$ cat src/rtl/bram_stream_reader.sv
// bram_stream_reader
//   Reads a block of consecutive words from one port of a BRAM that has a
//   registered read output (data valid one cycle after mem_en_o) and presents
//   them as a valid/ready stream, with tlast on the final word.
//   Sustains one word per cycle when tready is held high. Any number of
//   tready stalls causes no data loss: at most two words are ever owed to
//   the stream (buffered plus in flight).
//
// Ports
//   clk_i, rst_i          clock (also the BRAM port clock), async active-high reset
//   start_i               start a transfer (sampled only when idle)
//   base_addr_i, len_i    first word address and word count, captured with start_i
//   busy_o, done_o        transfer in progress / one-cycle completion pulse
//   mem_en_o, mem_wr_en_o BRAM enable (read-issue cycles only) / write enables (always 0)
//   mem_addr_o            BRAM read address
//   mem_data_i            BRAM read data, valid the cycle after mem_en_o
//   m_axis_*              output stream (tdata, tvalid, tready, tlast)
module bram_stream_reader #(
    parameter int DATA_WIDTH = 32,
    parameter int BYTE_NUM   = 4,
    parameter int ADDR_WIDTH = 32,
    parameter int LEN_WIDTH  = 16
) (
    input  logic                  clk_i,
    input  logic                  rst_i,
    input  logic                  start_i,
    input  logic [ADDR_WIDTH-1:0] base_addr_i,
    input  logic [LEN_WIDTH-1:0]  len_i,
    output logic                  busy_o,
    output logic                  done_o,
    output logic                  mem_en_o,
    output logic [BYTE_NUM-1:0]   mem_wr_en_o,
    output logic [ADDR_WIDTH-1:0] mem_addr_o,
    input  logic [DATA_WIDTH-1:0] mem_data_i,
    output logic [DATA_WIDTH-1:0] m_axis_tdata_o,
    output logic                  m_axis_tvalid_o,
    input  logic                  m_axis_tready_i,
    output logic                  m_axis_tlast_o
);

    typedef enum logic [1:0] {
        S_IDLE,
        S_READ,
        S_DRAIN,
        S_DONE
    } state_t;

    state_t state_q, state_d;

    logic [ADDR_WIDTH-1:0] addr_q;          // address of the next read to issue
    logic [LEN_WIDTH-1:0]  rem_q;           // words still to be issued
    logic                  inflight_q;      // a read was issued last cycle
    logic                  inflight_last_q; // ... and it was the final word

    // Two-entry FIFO; each entry carries {tlast, data}.
    logic [DATA_WIDTH:0] fifo_q [2];
    logic                wr_ptr_q, rd_ptr_q;
    logic [1:0]          count_q;

    logic [1:0]          occupancy, occ_after_pop;
    logic                pop, issue, last_issue, push, fifo_pop;
    logic [DATA_WIDTH:0] head;

    // Datapath control. The stream head is the oldest buffered word, or the
    // word arriving from the BRAM this cycle when the buffer is empty; this
    // bypass is what puts the first word on the stream the cycle its data
    // appears. If the bypassed word is not taken it is written into the
    // buffer, so tdata stays stable across the stall.
    always_comb begin
        // NOTE: every signal driven here gets a value before any branch, so
        // no path can leave one unassigned and infer a latch.
        head          = '0;
        occupancy     = count_q + {1'b0, inflight_q};
        pop           = 1'b0;
        occ_after_pop = occupancy;
        issue         = 1'b0;
        last_issue    = 1'b0;
        push          = 1'b0;
        fifo_pop      = 1'b0;

        if (count_q != 2'd0) begin
            head = fifo_q[rd_ptr_q];
        end else if (inflight_q) begin
            head = {inflight_last_q, mem_data_i};
        end

        pop           = (count_q != 2'd0 || inflight_q) && m_axis_tready_i;
        occ_after_pop = occupancy - {1'b0, pop};
        // Issuing only while fewer than two words would remain owed to the
        // stream bounds buffer + in-flight at two, yet still allows one issue
        // per cycle when each cycle also pops a word.
        issue         = (state_q == S_READ) && (occ_after_pop < 2'd2);
        last_issue    = issue && (rem_q == LEN_WIDTH'(1));
        push          = inflight_q && !(count_q == 2'd0 && pop);
        fifo_pop      = pop && (count_q != 2'd0);
    end

    always_comb begin
        state_d = state_q;
        case (state_q)
            S_IDLE: begin
                if (start_i) begin
                    state_d = (len_i == '0) ? S_DONE : S_READ;
                end
            end
            S_READ: begin
                if (last_issue) begin
                    state_d = S_DRAIN;
                end
            end
            S_DRAIN: begin
                // Leaves on the cycle of the final handshake, so done_o
                // follows it directly.
                if (occ_after_pop == 2'd0) begin
                    state_d = S_DONE;
                end
            end
            S_DONE:  state_d = S_IDLE;
            default: state_d = S_IDLE;
        endcase
    end

    always_ff @(posedge clk_i or posedge rst_i) begin
        // NOTE: state registers use non-blocking assignments so every register
        // samples the pre-edge values, independent of statement order.
        if (rst_i) begin
            state_q         <= S_IDLE;
            addr_q          <= '0;
            rem_q           <= '0;
            inflight_q      <= 1'b0;
            inflight_last_q <= 1'b0;
            wr_ptr_q        <= 1'b0;
            rd_ptr_q        <= 1'b0;
            count_q         <= 2'd0;
        end else begin
            state_q <= state_d;

            if (state_q == S_IDLE && start_i) begin
                addr_q <= base_addr_i;
                rem_q  <= len_i;
            end else if (issue) begin
                rem_q <= rem_q - LEN_WIDTH'(1);
                // Hold the last issued address rather than stepping past the block.
                if (!last_issue) begin
                    addr_q <= addr_q + ADDR_WIDTH'(1);
                end
            end

            inflight_q      <= issue;
            inflight_last_q <= last_issue;

            if (push) begin
                wr_ptr_q <= ~wr_ptr_q;
            end
            if (fifo_pop) begin
                rd_ptr_q <= ~rd_ptr_q;
            end
            count_q <= count_q + {1'b0, push} - {1'b0, fifo_pop};
        end
    end

    // NOTE: the FIFO storage has no reset; count_q alone decides which entries
    // are valid, so clearing the data would only cost reset routing.
    always_ff @(posedge clk_i) begin
        if (push) begin
            fifo_q[wr_ptr_q] <= {inflight_last_q, mem_data_i};
        end
    end

    assign busy_o          = (state_q != S_IDLE);
    assign done_o          = (state_q == S_DONE);
    assign mem_en_o        = issue;
    assign mem_wr_en_o     = '0;
    assign mem_addr_o      = addr_q;
    assign m_axis_tvalid_o = (count_q != 2'd0) || inflight_q;
    assign m_axis_tdata_o  = head[DATA_WIDTH-1:0];
    assign m_axis_tlast_o  = head[DATA_WIDTH];

endmodule

$ cat config.mk
export PLATFORM = sky130hd
export DESIGN_NAME = bram_stream_reader
export DESIGN_NICKNAME = d
export VERILOG_FILES = /design/src/rtl/bram_stream_reader.sv
export SDC_FILE = /design/constraint.sdc
export NUM_CORES = 1
export LEC_CHECK = 0
export ABC_AREA = 1
export CORE_UTILIZATION = 55
export DETAILED_ROUTE_END_ITERATION = 12
export PLACE_DENSITY = 0.86
export SLEW_MARGIN = 15
export SYNTH_ARGS = -nofsm -noshare
export SYNTH_HDL_FRONTEND = slang
export SYNTH_SLANG_ARGS = --single-unit
$ cat constraint.sdc
create_clock -name clk_i -period 7.4 [get_ports clk_i]
set_input_delay 1.11 -clock clk_i [delete_from_list [all_inputs] [get_ports clk_i]]
set_output_delay 1.11 -clock clk_i [all_outputs]
set_load 0.01 [all_outputs]
### Word level (Yosys, flattened, before mapping)

Memories as Yosys holds them, arrays and structs flattened.
Cells that the tools add are included.
W data, S select, Z words.

| storage, ports and cells | value |
|---|---|
| bits in registers | 56 |
| bits in latches | 0 |
| memory bits (writable) | 66 |
| bits in read-only memories | 0 |
| bits of input ports | 84 |
| memories | 1 |

Memory list:

| name | depth | width | rd ports | clocked after memory_dff | write ports | RTL line | RTL |
|---|---|---|---|---|---|---|---|
| fifo_q | 2 | 33 | 1 | 0 | 1 | 56 | `logic [DATA_WIDTH:0] fifo_q [2];` |

| operators by class | value |
|---|---|
| $add $sub $neg | 6 |
| multiply operators | 0 |
| divide/modulo/power cells | 0 |
| order comparisons | 1 |
| equal/unequal tests | 8 |
| shift operators | 0 |
| muxes and demuxes | 14 |
| bitwise logic cells | 2 |
| reduce and logical (&&, ||, !) cells | 18 |

Operator list:

| cell | number |
|---|---|
| $mux W32 | 3 |
| $mux W33 | 2 |
| $add A32 B1 Y32 const B | 1 |
| $mux W16 | 2 |
| $eq A16 B1 Y1 const B | 1 |
| $logic_not A16 Y1 | 1 |
| $sub A16 B1 Y16 const B | 1 |
| $mux W2 | 4 |
| $pmux W2 S4 | 1 |
| $logic_and A1 B1 Y1 | 7 |
| $logic_not A2 Y1 | 3 |
| $ne A2 B2 Y1 const B | 3 |
| $reduce_bool A2 Y1 | 3 |
| $add A2 B1 Y2 | 2 |
| $eq A2 B2 Y1 const B | 2 |
| $sub A2 B1 Y2 | 2 |
| $reduce_and A3 Y1 | 1 |
| $eq A2 B1 Y1 const B | 1 |
| $lt A2 B2 Y1 const B | 1 |
| $mux W1 | 2 |
| $ne A2 B1 Y1 const B | 1 |
| $not A1 Y1 | 2 |
| $reduce_and A2 Y1 | 1 |
| $logic_not A1 Y1 | 1 |
| $logic_or A1 B1 Y1 | 1 |

### Depth between registers and ports, before layout

| logic depth | value |
|---|---|
| depth in word-level cells | 10 |
| depth in mapped cells | 17 |
| mapped depth without buffers | 15 |

### Worst setup path before layout

OpenSTA, ideal clock, no wires.

| timing | value |
|---|---|
| path kind | input to output |
| start point | in m_axis_tready_i |
| end point | out mem_en_o |
| data arrival time | 2,174 ps |
| data required time | 6,290 ps |
| setup slack | 4,116 ps |
| stages | 12 |
| buffers on the path | 0 |
| cells stage by stage | inv_1 > a21oi_1 > ha_1 > inv_1 > ha_1 > inv_1 > nand2_1 > nand2_1 > nand2_1 > nand2_2 > nand2_1 > inv_2 |

| between the ends | value |
|---|---|
| cells in the longest elaborated chain, start to end | 4 |

Ends and longest elaborated chain:

| item | RTL line | RTL |
|---|---|---|
| from (decl) | 37 | `input logic m_axis_tready_i,` |
| $logic_and A1 B1 Y1 | 87 | `pop = (count_q != 2'd0 \|\| inflight_q) && m_axis_tready_i;` |
| $sub A2 B1 Y2 | 88 | `occ_after_pop = occupancy - {1'b0, pop};` |
| $lt A2 B2 Y1 | 92 | `issue = (state_q == S_READ) && (occ_after_pop < 2'd2);` |
| $logic_and A1 B1 Y1 | 92 |  |
| to (decl) | 31 | `output logic mem_en_o,` |

Every way passes these cells.

### Worst setup path in the final report

Ends and elaborated chain as after synthesis.

==> results.yml <==
outcome:
  status: "completed"
detailed_routing:
  antenna_left: 0
  route.met3.wl_um: 1270
  first_pass_iters: 5
  wl_met1_um: 7710
  routedWlPerCell_um: 14.3
  drtIter0Drc: 623
  via_per_inst: 5.25
  drt-total-wl_um: 17200
  wl_met2_um: 7930
  via_count: 6325
  drcViolationCount: 0
  top_layer_used: "met4"
finish:
  final_cells: 1204
  n_antenna_cell: 0
  fin_nets: 1119
  final_util_pct: 74.9
  drive_above_1_share_pct: 8.49
  final_common_cell: "nand2_1"
  final_cell_mix: "267 x nand2_1, 152 x clkdlybuf4s50_1, 138 x nor2_1"
  area_growth_pct: 30.8
synth:
  synthArstFlopShare_pct: 45.9
  synth_top_area_share_pct: 28.3
  synth_edf_count: 66
  synth.largest_area_cell: "edfxtp_1"
  ys_top_cells_by_area: "edfxtp_1 28%, dfrtp_1 20%, nand2_1 14%"
  ys.flop_type: "edfxtp_1"
  syn-cell-area_um2: 6990
  ys_warn_count: 0
  synth_cells: 877
  avgSynthCellArea_um2: 7.97
  ys_types: 35
  ys_ff_latch: 122
  seq_area_frac_synth_pct: 48.4
worst_setup_path:
  r2r_start: "count_q[1]$_DFF_PP0_"
  start_kind: "input port"
  rrSetupSlack_ps: 4380
  critPathArrivalTime_ps: 3360
  crit_required_ps: 6290
  crit_type: "in -> out"
  r2r_cells: 16
  end_kind: "output port"
  worst_r2r_endpoint: "mem_addr_o[29]$_DFFE_PP0P_"
  critical_path.max_fanout: 5
clock_network:
  cts.sinks: 122
  numCtsBuffers: 17
  htreeDepth: 4
  cts_buffer_depth: 2
  tritoncts: "built"
  cts_resized: 0
  clock_latency_ps: 420
  cts-root-buf: "clkbuf_16"
  holdBufCountCts: 0
  clk_pin_slew_ps: 60
  post_cts_buffers: 0
timing:
  rsz0062_at_grt: "no"
  max_freq_mhz: 224
  finalCriticalPeriod_ps: 4470
  finClkSkew_ps: 12.9
  tightest_slew_ps: 1070
  finalHoldViolations: 0
  finalSetupTns_ps: 0
  finalSetupViolations: 0
  period_share_pct: 60.4
  max_slew_margin_pct: 28.5
  finalMaxSlewViolations: 0
power:
  ir_drop_mv: 0.190
  power_density_nw_per_um2: 395
  p_leak_uw: 0.00382
min_path:
  hold_path.class: "reg -> reg"
  hp-start: "inflight_last_q$_DFF_PP0_"
  holdPathEnd: "fifo_q[1][32]$_DFFE_PP_"
  hold_depth: 0
place:
  post-dp-hpwl_um: 11800
  place_inst: 1172
  portBuffers: 152
  gp_congestion: 0.896
global_route:
  grt_max_degree: 71
  grt_pass1_vias: 6163
  antenna_found_initial: 0
  grt_pass1_wl_um: 28400
  grt.overflow.total: 0
  grt_usage_pct: 27.9
floorplan:
  num_rows: 40
  io_pins: 157
  die_area_um2: 13200
  die_w_um: 115
  start_util_pct: 57.3
  die_h_um: 115
  core_um2: 12200
run:
  drv_cap: 0
==> per-stage QoR <==
| stage | hold slack (ps) | power, uW | area, um2 | setup WS [ps] |
|---|---|---|---|---|
| finish | 496 | 3610 | 9150 | 2930 |
| global route | 516 | 3880 | 9150 | 2740 |
| CTS | 504 | 3630 | 9150 | 2900 |
| detailed placement | 490 | 2870 | 8610 | 2920 |
| global placement | 461 | 2830 | 8610 | 2970 |
| floorplan | 443 | 2190 | 7000 | 4120 |
==> synth_stat cells, drive strengths merged, types with 3 or more instances <==
library cell  number
xor2              12
dfrtp             56
edfxtp            66
ha                12
nor2             157
nand2            283
clkbuf            16
a21oi             11
buf               18
or2               10
o21bai             5
xnor2              7
o31ai             33
nor3               3
o211ai             7
nand3b             7
nand4              5
inv               64
o21ai             13
nand3             89
==> kinds of logic (layout without fill, tap and decap cells) <==
kind of cell	Yosys count	after routing	share of synthesized area [%]
buffers and inverters	98	254	6.07
xor gates and xnor gates	19	19	2.38
DFF	122	122	48.4
adders and majority gates	12	12	2.15
AOI/OAI and AO/OA	70	70	6.73
and+or+nand+nor	555	555	34.2
other	1	4	0.0536
==> critical path, stage by stage <==
cell and delay [ps]:
clkdlybuf4s50_1 500, inv_1 60, a21oi_1 120, ha_1 240, inv_1 50, ha_1 140
inv_1 40, nand2_1 70, nand3_1 100, nand2_2 140, nand2_1 90, inv_2 110
clkdlybuf4s50_1 580
==> power breakdown <==
group	switching (uW)	total, uW	internal [uW]
logic	965	1730	768
registers	202	1130	929
clock network	295	749	454
==> how the worst max path moves through the flow <==
| stage | from | endpoint | slack, ps | cells past startpoint |
|---|---|---|---|---|
| finish | m_axis_tready_i | mem_en_o | 2930 | 13 |
| global route | m_axis_tready_i | mem_en_o | 2740 | 13 |
| CTS | m_axis_tready_i | mem_en_o | 2900 | 13 |
| detailed placement | m_axis_tready_i | mem_en_o | 2920 | 13 |
| global placement | m_axis_tready_i | mem_en_o | 2970 | 13 |
| floorplan | m_axis_tready_i | mem_en_o | 4120 | 12 |
==> sequential cells by signal, summed over array words and instances, names as in the netlist <==
| signal | cells |
|---|---|
| state_q | 2 |
| mem_addr_o | 32 |
| fifo_q | 66 |
| inflight_q | 1 |
| inflight_last_q | 1 |
| rem_q | 16 |
| rd_ptr_q | 1 |
| wr_ptr_q | 1 |
| count_q | 2 |
==> final cells by class <==
cell class                 count  area, um2
clock buffer                  18        429
clock inverter                14        106
fill                         920       3060
inverter                      64        245
multi-input combinational    660       3210
sequential                   122       3380
tap                          168        210
timing repair buffer         158       1570
==> routing by layer <==
metal | track usage [%] | vias up
met4 | 10.0 | 0
met2 | 45.2 | 241
met5 | 0 | -
met3 | 7.17 | 23
met1 | 36.6 | 2908
li1 | - | 3153
No activity file was read; power rests on OpenSTA's default activity.
